`src/rtl/fetch_stage_pkg.sv`:
```
// Shared definitions for the P5 fetch stage: widths, reset defaults, FSM states, npc helper.
package fetch_stage_pkg;

  localparam int unsigned INSTR_W = 32;

  // MARS text base and the canonical NOP (sll $0,$0,0)
  localparam logic [INSTR_W-1:0] RESET_PC_DEF  = 32'h0000_3000;
  localparam logic [INSTR_W-1:0] NOP_INSTR_DEF = 32'h0000_0000;

  typedef enum logic [1:0] {
    StIdle  = 2'd0,
    StFetch = 2'd1,
    StHold  = 2'd2
  } fetch_state_e;

  // Next fetch PC: word-aligned redirect target when taken, else sequential (wraps mod 2^32)
  function automatic logic [INSTR_W-1:0] next_pc(input logic [INSTR_W-1:0] pc,
                                                 input logic redirect_valid,
                                                 input logic [INSTR_W-1:0] redirect_pc);
    if (redirect_valid) begin
      return redirect_pc & ~32'h3;
    end
    return pc + 32'd4;
  endfunction

endpackage

```
`src/rtl/fetch_stage_if_id_reg.sv`:
```
// IF/ID pipeline register: load a new instruction, insert a bubble, or hold.
module fetch_stage_if_id_reg
  import fetch_stage_pkg::*;
#(
  parameter logic [INSTR_W-1:0] NOP_INSTR = NOP_INSTR_DEF
) (
  input  logic               clk,
  input  logic               rst_n,
  input  logic               load,
  input  logic               bubble,
  input  logic [INSTR_W-1:0] load_instr,
  input  logic [INSTR_W-1:0] load_pc,
  output logic [INSTR_W-1:0] instr,
  output logic [INSTR_W-1:0] pc,
  output logic               valid
);

  // Load has priority over bubble; a bubble keeps pc so pc_d stays meaningful for debug
  always_ff @(posedge clk or negedge rst_n) begin
    if (!rst_n) begin
      instr <= NOP_INSTR;
      pc    <= '0;
      valid <= 1'b0;
    end else if (load) begin
      instr <= load_instr;
      pc    <= load_pc;
      valid <= 1'b1;
    end else if (bubble) begin
      instr <= NOP_INSTR;
      valid <= 1'b0;
    end
  end

endmodule

```
`src/rtl/fetch_stage.sv`:
```
// IF stage of the P5 MIPS core: fetch PC, imem req/ready handshake, stall hold buffer,
// delay-slot-aware redirect, feeding the IF/ID register.
module fetch_stage
  import fetch_stage_pkg::*;
#(
  parameter logic [INSTR_W-1:0] RESET_PC  = RESET_PC_DEF,
  parameter logic [INSTR_W-1:0] NOP_INSTR = NOP_INSTR_DEF
) (
  input  logic               clk,
  input  logic               rst_n,
  output logic               imem_req,
  output logic [INSTR_W-1:0] imem_addr,
  input  logic               imem_ready,
  input  logic [INSTR_W-1:0] imem_rdata,
  input  logic               stall_d,
  input  logic               redirect_valid,
  input  logic [INSTR_W-1:0] redirect_pc,
  output logic [INSTR_W-1:0] instr_d,
  output logic [INSTR_W-1:0] pc_d,
  output logic               valid_d
);

  fetch_state_e       state_q;
  logic [INSTR_W-1:0] pc_q;
  logic [INSTR_W-1:0] hold_q;

  logic               advance;
  logic               bubble;
  logic [INSTR_W-1:0] adv_word;
  logic [INSTR_W-1:0] npc;

  // Advance/bubble decode; redirect only matters through npc, which is used only on advance
  always_comb begin
    advance  = !stall_d && ((state_q == StFetch && imem_ready) || state_q == StHold);
    bubble   = !stall_d && state_q == StFetch && !imem_ready;
    adv_word = (state_q == StHold) ? hold_q : imem_rdata;
    npc      = next_pc(pc_q, redirect_valid, redirect_pc);
    imem_req  = (state_q == StFetch);
    imem_addr = pc_q;
  end

  // Fetch FSM, fetch PC and the word parked while Decode is stalled
  always_ff @(posedge clk or negedge rst_n) begin
    if (!rst_n) begin
      state_q <= StIdle;
      pc_q    <= RESET_PC;
      hold_q  <= NOP_INSTR;
    end else begin
      unique case (state_q)
        StIdle: state_q <= StFetch;
        StFetch: begin
          if (imem_ready && stall_d) begin
            hold_q  <= imem_rdata;
            state_q <= StHold;
          end
        end
        StHold: begin
          if (!stall_d) state_q <= StFetch;
        end
        default: state_q <= StIdle;
      endcase
      if (advance) pc_q <= npc;
    end
  end

  fetch_stage_if_id_reg #(
    .NOP_INSTR (NOP_INSTR)
  ) u_if_id_reg (
    .clk        (clk),
    .rst_n      (rst_n),
    .load       (advance),
    .bubble     (bubble),
    .load_instr (adv_word),
    .load_pc    (pc_q),
    .instr      (instr_d),
    .pc         (pc_d),
    .valid      (valid_d)
  );

endmodule

```
`config.mk`:
```
export PLATFORM = sky130hd
export DESIGN_NAME = fetch_stage
export DESIGN_NICKNAME = d
export VERILOG_FILES = /design/src/rtl/fetch_stage_pkg.sv /design/src/rtl/fetch_stage_if_id_reg.sv /design/src/rtl/fetch_stage.sv
export SDC_FILE = /design/constraint.sdc
export NUM_CORES = 1
export LEC_CHECK = 0
export ABC_CLOCK_PERIOD_IN_PS = 4300
export CORE_MARGIN = 4
export CORE_UTILIZATION = 40
export DETAILED_ROUTE_END_ITERATION = 16
export PLACE_DENSITY = 0.75
export REMOVE_ABC_BUFFERS = 1
export SYNTH_ARGS = -nofsm -noshare
export SYNTH_HDL_FRONTEND = slang
export SYNTH_SLANG_ARGS = --single-unit
export TNS_END_PERCENT = 1
```
`constraint.sdc`:
```
create_clock -name clk -period 4.3 [get_ports clk]
set_input_delay 0.86 -clock clk [delete_from_list [all_inputs] [get_ports clk]]
set_output_delay 0.86 -clock clk [all_outputs]
set_load 0.01 [all_outputs]
```
==> results.md <==
### STA
* 31.1% — Max transition margin
* 1.03 ns — worst-margin pin slew
* 1.65 ns — post-route setup slack
* 377 MHz — maximum frequency from static timing analysis
* 0 ns — TNS Setup
* 0 — hold violation count in the final report
* 0 — max-slew violation count
* 2.65 ns — minimum period implied by the final worst setup slack
* 0 — final setup fails
* false — RSZ-0062 raised after global routing
* 0.00624 ns — Clock Skew
* 61.7% — Tcrit/Tclk final

### CTS
* yes — TritonCTS clock tree
* 4 — Max H-tree Level
* 2 — buffer depth of the longest clock path
* 0 — quantity of gates resized following cts
* 0.42 ns — clock network latency to the later pin of the worst-skew pair
* 0 — post-CTS repair timing setup buffer count
* 0.06 ns — CTS clk-pin slew, worst paths
* 17 — Inserted Clock Buffers
* sky130_fd_sc_hd__clkbuf_16 — clock tree root driver cell
* 0 — total of hold buffers inserted after clock tree synthesis
* 127 — number of clock sinks

### Placed design
* 7590 um2 — post-place instance area
* 898 — DP Cell Count
* 1.22 ns — pre-CTS setup slack
* 0.843 — routability cong.
* 160 — port bufs
* 10700 um — half-perimeter wire length after detailed placement

### Route
* 5011 — total via count after detailed routing
* 5.39 — average via count per standard cell
* 17.1 um — wire per inst
* 0 — number of nets with antenna violations after routing
* 394 — initial DRC count
* 0 — # DRC
* 15900 um — overall routed net length
* 8 — first-pass iteration count of the detailed router

### Finish
* 39.4% — Area growth syn-to-layout
* 929 — final non-filler cell total
* 8150 um2 — Final Cell Area
* 0 — n_diodes
* 807 — Final nets
* 12.0% — layout cell share with drive strength beyond 1

### Logic synthesis
* 11.8% — share of synthesized area spent on multiplexers
* sky130_fd_sc_hd__dfrtp_1 — primary flip-flop cell chosen by synthesis mapping
* 127 — number of flip-flops and latches in the synthesized netlist
* 53.5% — area share of the largest cell type after synthesis
* sky130_fd_sc_hd__dfrtp_1 53%, sky130_fd_sc_hd__nand2_1 9.0%, sky130_fd_sc_hd__mux2_2 6.2% — cell types with the largest area share after synthesis
* 0% — XOR/XNOR share of the synthesized area
* 13.4% — share of the synthesized area in compound gates (AO/OA/AOI/OAI)
* 0 — total of warnings raised by yosys
* simple AND/OR/NAND/NOR gates — largest family of logic cells by synthesized area
* 5850 um2 — Mapped Area
* 16.6% — post-synthesis simple-gate area fraction
* sky130_fd_sc_hd__dfrtp_1 — most area-hungry cell type in the Yosys netlist
* 0 — count of flip-flops with a built-in enable after synthesis
* 9.96 um2 — Avg Synthesized Cell Area
* 54.4% — register area share after synthesis
* 56 — number of different library cells in the post-synthesis netlist
* 0.214% — Post-Synth Adder-Cell Area
* 587 — Syn Inst Count
* 100% — fraction of synthesis flops using an asynchronous set or reset pin

### Global route
* 25700 um — global-route wire length before repair
* 116 — largest net degree at the start of global routing
* 19.5% — gr usage total
* 0 — overflow left after global routing
* 0 — initial antenna violation count
* 5021 — via count of the first global-routing pass

### Critical path
* 6 — worst-path maximum fanout
* 3.44 ns — CP required
* flop — sort of element at the start of the critical path
* 1.79 ns — Worst EP arrival
* flop to output port — critical path class
* output port — endpoint class of the critical path

### Power and ir drop
* 557 nW/um2 — power density normalized to cell area
* 3.45 nW — leakage power
* 4.54 mW — power consumption
* 0.366 mV — maximum ir drop on the vdd rail

### Floorplanning
* 14100 um2 — core area
* 43 — standard-cell row count
* 41.5% — initial core utilization
* 167 — IO Count
* 16600 um2 — Die Outline Area
* 129 um — chip width
* 129 um — floorplan die height

### Min path
* flop to flop — Min-Delay Path Class

### Flow run
* 0 — number of max-cap violations

### Outcome
* completed — result of the run

[placed cells by master (no fill, tap or decap), types with 7 or more instances in the layout]
master / netlist / final
sky130_fd_sc_hd__clkdlybuf4s50_1: 0 / 159
sky130_fd_sc_hd__nand2_1: 140 / 140
sky130_fd_sc_hd__dfrtp_1: 125 / 125
sky130_fd_sc_hd__o21ai_0: 60 / 60
sky130_fd_sc_hd__mux2i_1: 33 / 33
sky130_fd_sc_hd__mux2_2: 32 / 32
sky130_fd_sc_hd__a21oi_1: 31 / 30
sky130_fd_sc_hd__nor2_1: 22 / 22
sky130_fd_sc_hd__clkbuf_16: 0 / 17
sky130_fd_sc_hd__buf_4: 5 / 10
sky130_fd_sc_hd__nand3_1: 7 / 7
sky130_fd_sc_hd__and3_1: 7 / 7
[stage by stage]
| stage | utilization, % | hold WS, ns |
|---|---|---|
| 2_1_floorplan | - | 0.479 |
| 3_3_place_gp | 53.9 | 0.461 |
| 3_5_place_dp | 53.9 | 0.462 |
| 4_1_cts | 57.8 | 0.477 |
| 5_1_grt | 57.8 | 0.493 |
| 6_report | 57.8 | 0.471 |
[worst paths after layout]
check | start | to | slack [ns] | depth (start not counted)
worst min register to register | u_if_id_reg.pc[18] | u_if_id_reg.pc[18] | 0.47 | 2
worst max-delay path | state_q[0] | imem_req | 1.65 | 2
worst max register to register | imem_addr[2] | imem_addr[30] | 1.94 | 6
max in group asynchronous | rst_n | imem_addr[26] | 2.92 | 2
min in group asynchronous | rst_n | u_if_id_reg.valid | 0.61 | 1
worst min-delay path | u_if_id_reg.pc[18] | u_if_id_reg.pc[18] | 0.47 | 2
[layer usage]
| metal | up-vias | GRT usage, % | wire (um) |
|---|---|---|---|
| li1 | 2351 | - | - |
| met1 | 2409 | 26.0 | 6830 |
| met2 | 228 | 29.1 | 7150 |
| met3 | 23 | 6.89 | 1590 |
| met4 | 0 | 7.60 | 287 |
| met5 | - | 0 | 0 |
[sequential cells by signal, indices dropped and copies added (netlist names)]
name,count
u_if_id_reg.valid,1
u_if_id_reg.instr,32
state_q,2
u_if_id_reg.pc,30
imem_addr,30
hold_q,32
[worst max-delay path, cell delays in order, from the launching register on]
cell and delay [ns]:
sky130_fd_sc_hd__dfrtp_1 0.45, sky130_fd_sc_hd__nor2b_1 0.33, sky130_fd_sc_hd__clkdlybuf4s50_1 0.60
[synthesized netlist by cell type (2+ instances only)]
| library cell | number |
|---|---|
| sky130_fd_sc_hd__a31oi_1 | 4 |
| sky130_fd_sc_hd__a41o_1 | 2 |
| sky130_fd_sc_hd__inv_1 | 4 |
| sky130_fd_sc_hd__clkbuf_1 | 21 |
| sky130_fd_sc_hd__nor3_1 | 5 |
| sky130_fd_sc_hd__nand2b_1 | 3 |
| sky130_fd_sc_hd__o31ai_1 | 3 |
| sky130_fd_sc_hd__nor4_1 | 5 |
| sky130_fd_sc_hd__o21ai_0 | 60 |
| sky130_fd_sc_hd__a21o_1 | 2 |
| sky130_fd_sc_hd__a21oi_1 | 31 |
| sky130_fd_sc_hd__nand2_1 | 140 |
| sky130_fd_sc_hd__dfrtp_1 | 125 |
| sky130_fd_sc_hd__nand4_1 | 6 |
| sky130_fd_sc_hd__a22oi_1 | 3 |
| sky130_fd_sc_hd__nor2_1 | 22 |
| sky130_fd_sc_hd__buf_4 | 5 |
| sky130_fd_sc_hd__o21a_1 | 3 |
| sky130_fd_sc_hd__mux2_2 | 32 |
| sky130_fd_sc_hd__or3_1 | 3 |
| sky130_fd_sc_hd__nor2b_1 | 3 |
| sky130_fd_sc_hd__nand3_1 | 7 |
| sky130_fd_sc_hd__buf_2 | 5 |
| sky130_fd_sc_hd__mux2i_1 | 33 |
| sky130_fd_sc_hd__dfstp_2 | 2 |
| sky130_fd_sc_hd__buf_1 | 9 |
| sky130_fd_sc_hd__a2bb2oi_1 | 2 |
| sky130_fd_sc_hd__a221oi_1 | 2 |
| sky130_fd_sc_hd__and3_1 | 7 |
| sky130_fd_sc_hd__a31o_2 | 2 |
| sky130_fd_sc_hd__o22a_1 | 2 |
| sky130_fd_sc_hd__a211oi_1 | 2 |
| sky130_fd_sc_hd__a311oi_1 | 4 |
| sky130_fd_sc_hd__o22ai_1 | 6 |
[final cells by class]
type | instances | area (um2)
fill | 1182 | 5950
multi-input combinational | 417 | 2490
clock buffer | 18 | 439
inverter | 4 | 15.0
sequential | 127 | 3180
tap | 180 | 225
clock inverter | 13 | 116
timing repair buffer | 170 | 1680
[kinds of logic (layout without fill, tap and decap cells)]
family	count (synthesis)	in the layout
buf+inv	46	205
compound gates	133	133
other cells	1	4
simple gates	214	214
fa+ha+maj	1	1
mux	65	65
flops	127	127
[where the power goes]
part | leakage [nW] | total, mW | internal (mW) | switching (mW)
sequential | 1.55 | 1.85 | 1.55 | 0.294
clock | 0.268 | 1.34 | 0.806 | 0.537
combinational | 1.63 | 1.35 | 0.742 | 0.608
total | 3.45 | 4.54 | 3.10 | 1.44
(Power assumes the default switching activity.)
